===== config.mk =====
export PLATFORM = sky130hd
export DESIGN_NAME = four_bit_seq_multiplier
export DESIGN_NICKNAME = d
export VERILOG_FILES = /design/src/rtl/four_bit_seq_multiplier.sv
export SDC_FILE = /design/constraint.sdc
export NUM_CORES = 1
export LEC_CHECK = 0
export CAP_MARGIN = 20
export CORE_UTILIZATION = 45
export CTS_CLUSTER_DIAMETER = 100
export DETAILED_ROUTE_END_ITERATION = 7
export PLACE_DENSITY = 0.85
export SYNTH_ARGS = -nofsm -noshare
export SYNTH_HDL_FRONTEND = slang
export SYNTH_SLANG_ARGS = --single-unit

===== constraint.sdc =====
create_clock -name clk -period 1.5 [get_ports clk]
set_input_delay 0.375 -clock clk [delete_from_list [all_inputs] [get_ports clk]]
set_output_delay 0.375 -clock clk [all_outputs]
set_load 0.005 [all_outputs]

===== src/rtl/four_bit_seq_multiplier.sv =====
// Sequential shift-and-add unsigned multiplier with valid/ready handshakes on operands and product.
// Optional macro MUL_ZERO_SKIP_EN finalises early once all remaining multiplier bits are zero.
module four_bit_seq_multiplier #(
    parameter int WIDTH = 4
) (
    input  logic                 clk,
    input  logic                 rst_n,
    input  logic                 in_valid,
    output logic                 in_ready,
    input  logic [WIDTH-1:0]     A,
    input  logic [WIDTH-1:0]     B,
    output logic                 out_valid,
    input  logic                 out_ready,
    output logic [2*WIDTH-1:0]   P,
    output logic                 ovf
);

    localparam int CW = $clog2(WIDTH) + 1;

    typedef enum logic [1:0] {IDLE, BUSY, DONE} state_t;

    state_t               state, state_next;
    logic [WIDTH:0]       acc, acc_next, sum;
    logic [WIDTH-1:0]     mcand, mplier, mplier_next;
    logic [CW-1:0]        cnt;
    logic                 last;
    logic [2*WIDTH-1:0]   prod_next;

`ifdef MUL_ZERO_SKIP_EN
    logic [CW-1:0]        rem;
    logic [WIDTH-1:0]     unproc_mask;
    logic [2*WIDTH:0]     wide;
`endif

    // One iteration: conditional add, then shift {acc,mplier} right by one.
    // acc[WIDTH] is always zero entering an iteration, so adding the full acc is safe.
    always_comb begin
        // NOTE: every always_comb output gets a default first so no latch is inferred.
        sum         = acc + (mplier[0] ? {1'b0, mcand} : '0);
        acc_next    = {1'b0, sum[WIDTH:1]};
        mplier_next = {sum[0], mplier[WIDTH-1:1]};
        prod_next   = {acc_next[WIDTH-1:0], mplier_next};
        last        = (cnt == CW'(WIDTH - 1));
`ifdef MUL_ZERO_SKIP_EN
        rem         = CW'(WIDTH) - cnt;
        unproc_mask = {WIDTH{1'b1}} >> cnt;
        wide        = {acc, mplier} >> rem;
        if ((mplier & unproc_mask) == '0) begin
            last      = 1'b1;
            prod_next = wide[2*WIDTH-1:0];
        end
`endif
    end

    always_comb begin
        state_next = state;
        case (state)
            IDLE:    if (in_valid)  state_next = BUSY;
            BUSY:    if (last)      state_next = DONE;
            DONE:    if (out_ready) state_next = IDLE;
            default:                state_next = IDLE;
        endcase
    end

    assign in_ready  = (state == IDLE);
    assign out_valid = (state == DONE);

    // NOTE: sequential state uses non-blocking assignments only.
    always_ff @(posedge clk or negedge rst_n) begin
        if (!rst_n) state <= IDLE;
        else        state <= state_next;
    end

    always_ff @(posedge clk or negedge rst_n) begin
        if (!rst_n) begin
            acc    <= '0;
            mcand  <= '0;
            mplier <= '0;
            cnt    <= '0;
            P      <= '0;
            ovf    <= 1'b0;
        end else begin
            case (state)
                IDLE: begin
                    if (in_valid) begin
                        mcand  <= A;
                        mplier <= B;
                        acc    <= '0;
                        cnt    <= '0;
                    end
                end
                BUSY: begin
                    acc    <= acc_next;
                    mplier <= mplier_next;
                    cnt    <= cnt + CW'(1);
                    if (last) begin
                        P   <= prod_next;
                        ovf <= |prod_next[2*WIDTH-1:WIDTH];
                    end
                end
                default: ;
            endcase
        end
    end

endmodule


==> Word level (Yosys, flattened, before mapping) <==
Cells that the tools add are included.
{ "totals": {"ff_bits": 27, "inputBits": 12, "elab_cells": 33} }
{ "classes": {"add_sub_neg": 2, "eq_ne": 6, "muxes": 11, "reduce_logical": 7} }
{ "op_table": {"columns": ["operator", "n"], "rows": [
  ["$pmux W5 S2", 1],
  ["$mux W4", 2],
  ["$pmux W4 S2", 1],
  ["$mux W2", 3],
  ["$pmux W2 S3", 1],
  ["$pmux W3 S2", 1],
  ["$reduce_and A2 Y1", 3],
  ["$add A5 B4 Y5", 1],
  ["$mux W5", 1],
  ["$ne A2 B2 Y1 const B", 2],
  ["$reduce_or A4 Y1", 1],
  ["$add A3 B1 Y3 const B", 1],
  ["$eq A3 B2 Y1 const B", 1],
  ["$mux W3", 1],
  ["$reduce_and A3 Y1", 1],
  ["$eq A2 B1 Y1 const B", 1],
  ["$eq A2 B2 Y1 const B", 1],
  ["$logic_not A2 Y1", 1],
  ["$ne A2 B1 Y1 const B", 1],
  ["$reduce_bool A2 Y1", 1]
]} }

==> Longest topological paths before layout <==
Gate-level depths: netlist of the first run.
{ "depth": {"word_depth": 3, "ltp_mapped": 6, "mapped_depth_nobuf": 6} }

==> Worst setup path before layout of the first run <==
Ideal clock, no wire load.
{ "synth_timing": {"path_type": "register -> register", "start": "reg mplier[0]", "end": "reg P[7]", "setup_time_ps": 130, "arrival_time_ps": 1551, "setup_slack_ps": -182, "stages_incl_launch_ff": 7, "n_path_buf": 0, "synth_period_minus_slack_ps": 1682, "cell_sequence": "dfrtp_1 > and2_1 > ha_1 > fa_1 > a21o_1 > a21oi_1 > o21ai_0"} }
{ "synth_between": {"elab_chain_cells": 2} }
{ "synth_rtl": {"columns": ["item", "line_no", "source"], "rows": [
  ["start: declaration", "24", "logic [WIDTH-1:0] mcand, mplier, mplier_next;"],
  ["start signal: assignment", "94", "mplier <= mplier_next;"],
  ["$mux W4", "39", "sum = acc + (mplier[0] ? {1'b0, mcand} : '0);"],
  ["$add A5 B4 Y5", "39", null],
  ["end signal: assignment", "97", "P <= prod_next;"],
  ["end: declaration", "14", "output logic [2*WIDTH-1:0] P,"]
]} }
Every way passes these cells.
A chain may end at the register's enable or synchronous reset.

==> Final worst setup path of the first run <==
{ "layout_timing": {"start": "reg mplier[0]", "end": "reg ovf"} }
{ "layout_between": {"elab_chain_cells": 3} }
{ "layout_rtl": {"columns": ["item", "line_no", "source"], "rows": [
  ["$mux W4", "39", null],
  ["$add A5 B4 Y5", "39", null],
  ["$reduce_or A4 Y1", "98", "ovf <= |prod_next[2*WIDTH-1:WIDTH];"],
  ["end signal: assignment", "98", null],
  ["end: declaration", "15", "output logic ovf"]
]} }
Every way passes these cells.

==> PnR_summary.wiki, run 1 <==
{| class="wikitable"
! Metric !! Value
|-
| Met3 GRT Util || 3.611%
|-
| Number of standard cells after synthesis || 102
|-
| Portion of the post-synthesis area used by sequential elements || 52.79%
|-
| Run status || complete, but fails checks
|-
| Largest voltage drop on the vdd net || 1482 uV
|-
| Clock tree root driver cell || sky130_fd_sc_hd__clkbuf_4
|-
| Initial core utilization || 48.86%
|-
| Total detailed-routing wirelength || 2.617 mm
|-
| Pre-CTS setup slack || -0.2515 ns
|-
| Setup ws final || -0.2233 ns
|-
| Antenna violations before repair || 0
|-
| Most frequent standard cell in the layout excluding fill and tap cells || sky130_fd_sc_hd__dfrtp_1
|-
| Origin of the critical flop-to-flop path || mplier[0]$_DFFE_PN0P_
|-
| Max FO, Critical Path || 3
|-
| Category of the critical setup timing path || flip-flop to flip-flop
|-
| Number of buffers on the longest clock path || 2
|-
| CTS H-Tree Depth || 1
|-
| Number of enable flip-flop cells after synthesis || 0
|-
| Violated checks || negative setup slack
|-
| TritonCTS clock tree || yes
|-
| Commonest cells after routing, fill and taps aside || sky130_fd_sc_hd__dfrtp_1, sky130_fd_sc_hd__buf_4, sky130_fd_sc_hd__clkdlybuf4s50_1, sky130_fd_sc_hd__nand2_1, sky130_fd_sc_hd__dlygate4sd2_1
|-
| Num CTS Buffers || 3
|-
| Distinct cells, synth || 28
|-
| Worst setup skew after layout || 0.01395 ns
|-
| Highest-delay cell along the critical path || sky130_fd_sc_hd__dfrtp_1
|-
| Max_slew headroom || 68.14%
|-
| Antenna Cells || 0
|-
| Height of the die || 54.33 um
|-
| Wire length of the first global-routing pass || 3.732 mm
|-
| Number of fillers in the final layout || 209
|-
| Leakage power summed over all cells || 0.8548 nW
|-
| Crit path DAT || 1.92 ns
|-
| Routed wirelength normalized by instance count || 14.95 um
|-
| Number of vias per cell after detailed routing || 5.280
|-
| Hold violation count in the final report || 0
|-
| Most instantiated flip-flop cell in the synthesis netlist || sky130_fd_sc_hd__dfrtp_1
|-
| CP Launch Type || flip-flop
|-
| WP data required || 1.70 ns
|-
| Biggest cell delay along the critical path || 0.43 ns
|-
| Maximum achievable frequency || 580.3 MHz
|-
| Count of routing violations after the opening detailed-route iteration || 15
|-
| Post-detail-place hpwl || 1.690 mm
|-
| Warning count from the yosys run || 0
|-
| Via count of the first global-routing pass || 854
|-
| Syn_nets || 121
|-
| Share of the clock period used by the worst path || 114.9%
|-
| GR Util met1 || 22.54%
|-
| Multi-input combinational cell area || 620.6 sq um
|-
| Via count of the routed design || 924
|-
| Global-route usage over all layers || 18.10%
|-
| Actual transition at the worst max-transition pin || 0.4776 ns
|-
| Cell area after technology mapping || 0.001232 sq mm
|-
| RSZ-0062 raised after global routing || true
|-
| Proportion of layout cells with a drive suffix above 1 || 35.86%
|-
| PD cells || 1784 mW/mm^2
|-
| Total count of max-transition violations in the final report || 0
|-
| Detailed-router iteration count before antenna repair || 4
|-
| Sink count of the clock tree || 26
|-
| Top cell family by delay on the critical path || adder cells
|-
| Cell breakdown of the critical path || and2_1 > ha_2 > fa_2 > a21o_1 > a21oi_2 > a31oi_1
|-
| # rows || 18
|-
| Number of buffers inserted by hold repair at cts || 0
|-
| Main area contributors after synthesis || sky130_fd_sc_hd__dfrtp_1, sky130_fd_sc_hd__ha_1, sky130_fd_sc_hd__mux2_2
|-
| Worst path buffer plus inverter count || 0
|-
| Number of nets with antenna violations after routing || 0
|-
| Fraction of registers with async set or reset after synthesis || 100.0%
|-
| Synthesized flop and latch total || 26
|-
| Clock-pin transition on the worst setup and hold timing paths || 0.14 ns
|-
| Share of the synthesized area in the top cell type || 52.79%
|-
| Area of the die || 0.002952 sq mm
|-
| Core region area || 0.002522 sq mm
|-
| Class of the tightest hold or removal check || primary input to async pin
|-
| # DRC || 0
|-
| Final setup violation count || 10
|-
| Min Clock Period, post-route || 1.723 ns
|-
| Mean area per synthesized cell || 12.08 sq um
|-
| Final total negative setup slack || -1.521 ns
|-
| Pin count of the biggest net entering global routing || 27
|-
| Library cell occupying the most area in the post-synthesis netlist || sky130_fd_sc_hd__dfrtp_1
|-
| Skew-Pair Late Insertion Delay || 0.32 ns
|-
| Area grow syn2layout || 37.56%
|-
| Most heavily used metal layer in global routing || met2
|-
| Grt ovf || 0
|-
| Last weighted congestion value of the routability-driven placer || 0.8456
|-
| Top-level I/O count || 23
|-
| Reported max-cap violation count || 0
|-
| Element type at the critical path end || flip-flop
|-
| Final #Nets || 166
|-
| Count of buffers from port buffering || 22
|-
| Area taken by flip-flops and latches || 650.6 sq um
|-
| Routing usage on met2 || 30.49%
|-
| Beginning of the critical path || mplier[0]$_DFFE_PN0P_
|-
| Chip width || 54.33 um
|}
## flip-flops by register name (all words and copies together), names as in the netlist
signal	flops
P	8
cnt	3
mplier	4
mcand	4
acc	4
state	2
ovf	1
## cells in the mapped netlist, types with 2 or more instances
master / n
sky130_fd_sc_hd__dfrtp_1: 26
sky130_fd_sc_hd__o21ai_0: 11
sky130_fd_sc_hd__nand2_1: 10
sky130_fd_sc_hd__a21oi_1: 6
sky130_fd_sc_hd__ha_1: 6
sky130_fd_sc_hd__mux2_2: 6
sky130_fd_sc_hd__and2_1: 4
sky130_fd_sc_hd__mux2_4: 4
sky130_fd_sc_hd__a22o_1: 3
sky130_fd_sc_hd__and3b_1: 3
sky130_fd_sc_hd__a21o_1: 2
sky130_fd_sc_hd__buf_2: 2
sky130_fd_sc_hd__inv_1: 2
sky130_fd_sc_hd__nor2b_1: 2
sky130_fd_sc_hd__xor2_1: 2
## power breakdown
| part | internal [mW] | switching, mW | leakage [nW] |
|---|---|---|---|
| clock | 0.0940 | 0.202 | 0.0138 |
| sequential | 0.982 | 0.182 | 0.330 |
| combinational | 0.896 | 0.669 | 0.511 |
| total | 1.97 | 1.05 | 0.855 |
## repair_timing
item	in CTS	in global routing
setup endpoints to repair	22	13
gates cloned	0	1
gates resized for setup	24	7
setup buffers	9	1
pin swaps	3	6
## worst paths after layout
check | to | slack, ns | depth (start not counted)
setup reg to reg | ovf$_DFFE_PN0P_ | -0.22 | 6
max in group asynchronous | cnt[1]$_DFFE_PN0P_ | 0.81 | 2
setup / recovery | ovf$_DFFE_PN0P_ | -0.22 | 6
hold / removal | mplier[3]$_DFFE_PN0P_ | 0.43 | 2
min in group clk | cnt[2]$_DFFE_PN0P_ | 0.50 | 2
hold reg to reg | cnt[2]$_DFFE_PN0P_ | 0.50 | 2
## per-layer routing
metal	wire length (um)	vias up
met1	1195	459
met5	0	-
met4	10	0
li1	-	440
met3	83	2
met2	1328	23
## through the flow
| stage | std cells | area [sq um] | power (mW) | utilization (%) | hold slack, ns |
|---|---|---|---|---|---|
| after detailed placement | 161 | 1556 | 2.542 | 61.71 | 0.4712 |
| final | 175 | 1695 | 3.025 | 67.21 | 0.4266 |
| after CTS | 173 | 1655 | 2.902 | 65.63 | 0.4432 |
| after global placement | 161 | 1556 | 2.487 | 61.71 | 0.4595 |
| after floorplan | 102 | 1245 | 1.979 | - | 0.07941 |
| after global routing | 175 | 1695 | 3.222 | 67.21 | 0.4500 |
## layout make-up
cell class,instances,share of cell area (%)
Timing Repair Buffer,42,21.03
Tap cell,30,2.214
Multi-Input combinational cell,72,36.61
Inverter,2,0.4428
Sequential cell,26,38.38
Clock buffer,3,1.328
## cell families after synthesis
kind of cell    after synthesis  share of synthesized area [%]
buf+inv                       5                          2.335
compound gates               26                          12.79
xor+xnor                      2                          1.422
simple gates                 26                          12.59
flops                        26                          52.79
mux                          10                          10.36
fa+ha+maj                     7                          7.716
No activity file was read; power rests on OpenSTA's default activity.
==> run 2: changes to the inputs <==
--- a/config.mk
+++ b/config.mk
@@ -5,11 +5,12 @@
 export SDC_FILE = /design/constraint.sdc
 export NUM_CORES = 1
 export LEC_CHECK = 0
-export CAP_MARGIN = 20
-export CORE_UTILIZATION = 45
+export CAP_MARGIN = 10
+export CORE_UTILIZATION = 40
 export CTS_CLUSTER_DIAMETER = 100
 export DETAILED_ROUTE_END_ITERATION = 7
-export PLACE_DENSITY = 0.85
+export PLACE_DENSITY = 0.78
+export SLEW_MARGIN = 20
 export SYNTH_ARGS = -nofsm -noshare
 export SYNTH_HDL_FRONTEND = slang
 export SYNTH_SLANG_ARGS = --single-unit
==> run 2 against run 1 <==
Compared with the run above:
- fmax down 0.27%
- die area up 12%
- worst setup slack worse by 0.0046 ns
- the run ends with design-rule violations, negative setup slack left
==> PnR_summary.wiki, run 2 (same netlist as run 1, synthesis figures left out) <==
{| class="wikitable"
! Metric !! Value
|-
| Violated checks || design-rule violations, negative setup slack
|-
| CP Launch Type || flip-flop
|-
| Share of the clock period used by the worst path || 115.2%
|-
| Total count of max-transition violations in the final report || 0
|-
| Area of the die || 0.003307 sq mm
|-
| Core region area || 0.002829 sq mm
|-
| Final #Nets || 164
|-
| Routed wirelength normalized by instance count || 15.40 um
|-
| Height of the die || 57.51 um
|-
| Worst path buffer plus inverter count || 0
|-
| Last weighted congestion value of the routability-driven placer || 0.7657
|-
| Maximum achievable frequency || 578.7 MHz
|-
| Num CTS Buffers || 3
|-
| Reported max-cap violation count || 0
|-
| Switching power as a share of total power || 34.61%
|-
| Min Clock Period, post-route || 1.728 ns
|-
| Worst setup skew after layout || 0.004064 ns
|-
| Grt ovf || 0
|-
| PD cells || 1862 mW/mm^2
|-
| WP data required || 1.71 ns
|-
| # DRC || 2
|-
| Actual transition at the worst max-transition pin || 0.3317 ns
|-
| Combinational Power Share || 52.3%
|-
| Commonest cells after routing, fill and taps aside || sky130_fd_sc_hd__dfrtp_1, sky130_fd_sc_hd__buf_4, sky130_fd_sc_hd__clkdlybuf4s50_1, sky130_fd_sc_hd__nand2_1, sky130_fd_sc_hd__dlygate4sd2_1
|-
| Max_slew headroom || 77.89%
|-
| Multi-input combinational cell area || 649.4 sq um
|-
| Pin count of the biggest net entering global routing || 27
|-
| Setup ws final || -0.2279 ns
|-
| Global-route usage over all layers || 16.80%
|-
| Total detailed-routing wirelength || 2.695 mm
|-
| Chip width || 57.51 um
|-
| Number of buffers inserted by hold repair at cts || 0
|-
| Area grow syn2layout || 39.90%
|-
| Clock tree root driver cell || sky130_fd_sc_hd__clkbuf_4
|-
| Via count of the routed design || 923
|-
| Category of the critical setup timing path || flip-flop to flip-flop
|-
| TritonCTS clock tree || yes
|-
| Wire length of the first global-routing pass || 4.153 mm
|-
| Largest voltage drop on the vdd net || 757.3 uV
|-
| Max reg flops || 8
|-
| Proportion of layout cells with a drive suffix above 1 || 36.11%
|-
| Element type at the critical path end || flip-flop
|-
| Number of nets with antenna violations after routing || 0
|-
| Run status || complete, but fails checks
|-
| Cell internal power dissipation || 2.099 mW
|-
| Via count of the first global-routing pass || 917
|-
| Initial core utilization || 43.56%
|-
| Highest-delay cell along the critical path || sky130_fd_sc_hd__dfrtp_1
|-
| Leakage power summed over all cells || 0.8506 nW
|-
| Post-detail-place hpwl || 1.731 mm
|-
| Final setup violation count || 10
|-
| Number of fillers in the final layout || 234
|-
| CTS H-Tree Depth || 1
|-
| Most frequent standard cell in the layout excluding fill and tap cells || sky130_fd_sc_hd__dfrtp_1
|-
| Count of buffers from port buffering || 22
|-
| Final total negative setup slack || -1.244 ns
|-
| GR Util met1 || 22.24%
|-
| Area taken by flip-flops and latches || 650.6 sq um
|-
| Number of buffers on the longest clock path || 2
|-
| Top cell family by delay on the critical path || adder cells
|-
| Max FO, Critical Path || 4
|-
| Met3 GRT Util || 1.361%
|-
| Crit path DAT || 1.94 ns
|-
| Count of routing violations after the opening detailed-route iteration || 24
|-
| Cell breakdown of the critical path || and2_4 > ha_4 > fa_2 > a21o_1 > a21oi_2 > a31oi_1
|-
| Sequential share of power || 36.7%
|-
| Number of vias per cell after detailed routing || 5.274
|-
| Hold violation count in the final report || 0
|-
| Top-level I/O count || 23
|-
| Clock-pin transition on the worst setup and hold timing paths || 0.14 ns
|-
| Top register by number of flip-flops || P
|-
| Skew-Pair Late Insertion Delay || 0.32 ns
|-
| RSZ-0062 raised after global routing || true
|-
| Class of the tightest hold or removal check || primary input to async pin
|-
| Biggest cell delay along the critical path || 0.44 ns
|-
| Routing usage on met2 || 27.74%
|-
| Final std cell area, no fill || 0.001724 sq mm
|-
| NetSw || 1.111 mW
|-
| Antenna Cells || 0
|-
| Total cell area at the placement stage || 0.001535 sq mm
|-
| Most heavily used metal layer in global routing || met2
|-
| Antenna violations before repair || 0
|-
| Clock network fraction of total power || 11.0%
|-
| # rows || 19
|-
| Sink count of the clock tree || 26
|-
| Detailed-router iteration count before antenna repair || 6
|}
-- run 2: repair_timing --
item,CTS,global route
cloned,0,1
pin swaps,5,7
setup buffers,7,4
endpoints found under the setup margin,22,13
gates resized for setup,26,7
endpoints found under the hold margin,0,0
-- run 2: metrics by stage --
step                total power, mW  setup slack [ns]  std cells  util (%)  hold slack, ns
finish                        3.210           -0.2279        175     60.95          0.3945
floorplan                     1.979          -0.07368        102         -         0.07941
global placement              2.456           -0.1445        159     54.27          0.4643
CTS                           2.990           -0.1890        170     58.03          0.3997
global route                  3.431           -0.2876        175     60.95          0.4091
detailed placement            2.517           -0.2097        159     54.27          0.4748
-- run 2: final cells by class --
| class | instances | share of cell area (%) |
|---|---|---|
| Sequential cell | 26 | 37.74 |
| Tap cell | 31 | 2.250 |
| Clock buffer | 4 | 2.105 |
| Timing Repair Buffer | 40 | 19.81 |
| Inverter | 2 | 0.4354 |
| Multi-Input combinational cell | 72 | 37.66 |
-- run 2: routing by layer --
metal | wire length [um] | vias up
met5 | 0 | -
met4 | 80 | 0
met3 | 117 | 7
met2 | 1315 | 28
met1 | 1181 | 447
li1 | - | 441
-- run 2: worst reg2reg max path, delay by kind of cell (launching register included) --
kind	cells	cell delay, ns
and+or+nand+nor	1	0.16
AOI/OAI and AO/OA	3	0.49
DFF	1	0.44
adders and majority gates	2	0.53
-- run 2: final timing paths --
path | end | from | slack (ns) | depth (start not counted)
worst min register to register | P[6]$_DFFE_PN0P_ | P[6]$_DFFE_PN0P_ | 0.49 | 2
max in group asynchronous | mcand[2]$_DFFE_PN0P_ | rst_n | 0.86 | 2
worst min-delay path | ovf$_DFFE_PN0P_ | rst_n | 0.39 | 2
worst max register to register | ovf$_DFFE_PN0P_ | mplier[0]$_DFFE_PN0P_ | -0.23 | 6
worst max-delay path | ovf$_DFFE_PN0P_ | mplier[0]$_DFFE_PN0P_ | -0.23 | 6
min in group clk | P[6]$_DFFE_PN0P_ | P[6]$_DFFE_PN0P_ | 0.49 | 2
-- run 2: power by group through the flow --
stage / Clock [mW] / Sequential, mW / Combinational [mW]
finish: 0.353 / 1.18 / 1.68
detailed placement: 0 / 1.18 / 1.34
floorplan: 0 / 1.15 / 0.826
global route: 0.392 / 1.22 / 1.82
global placement: 0 / 1.16 / 1.30
CTS: 0.364 / 1.17 / 1.46
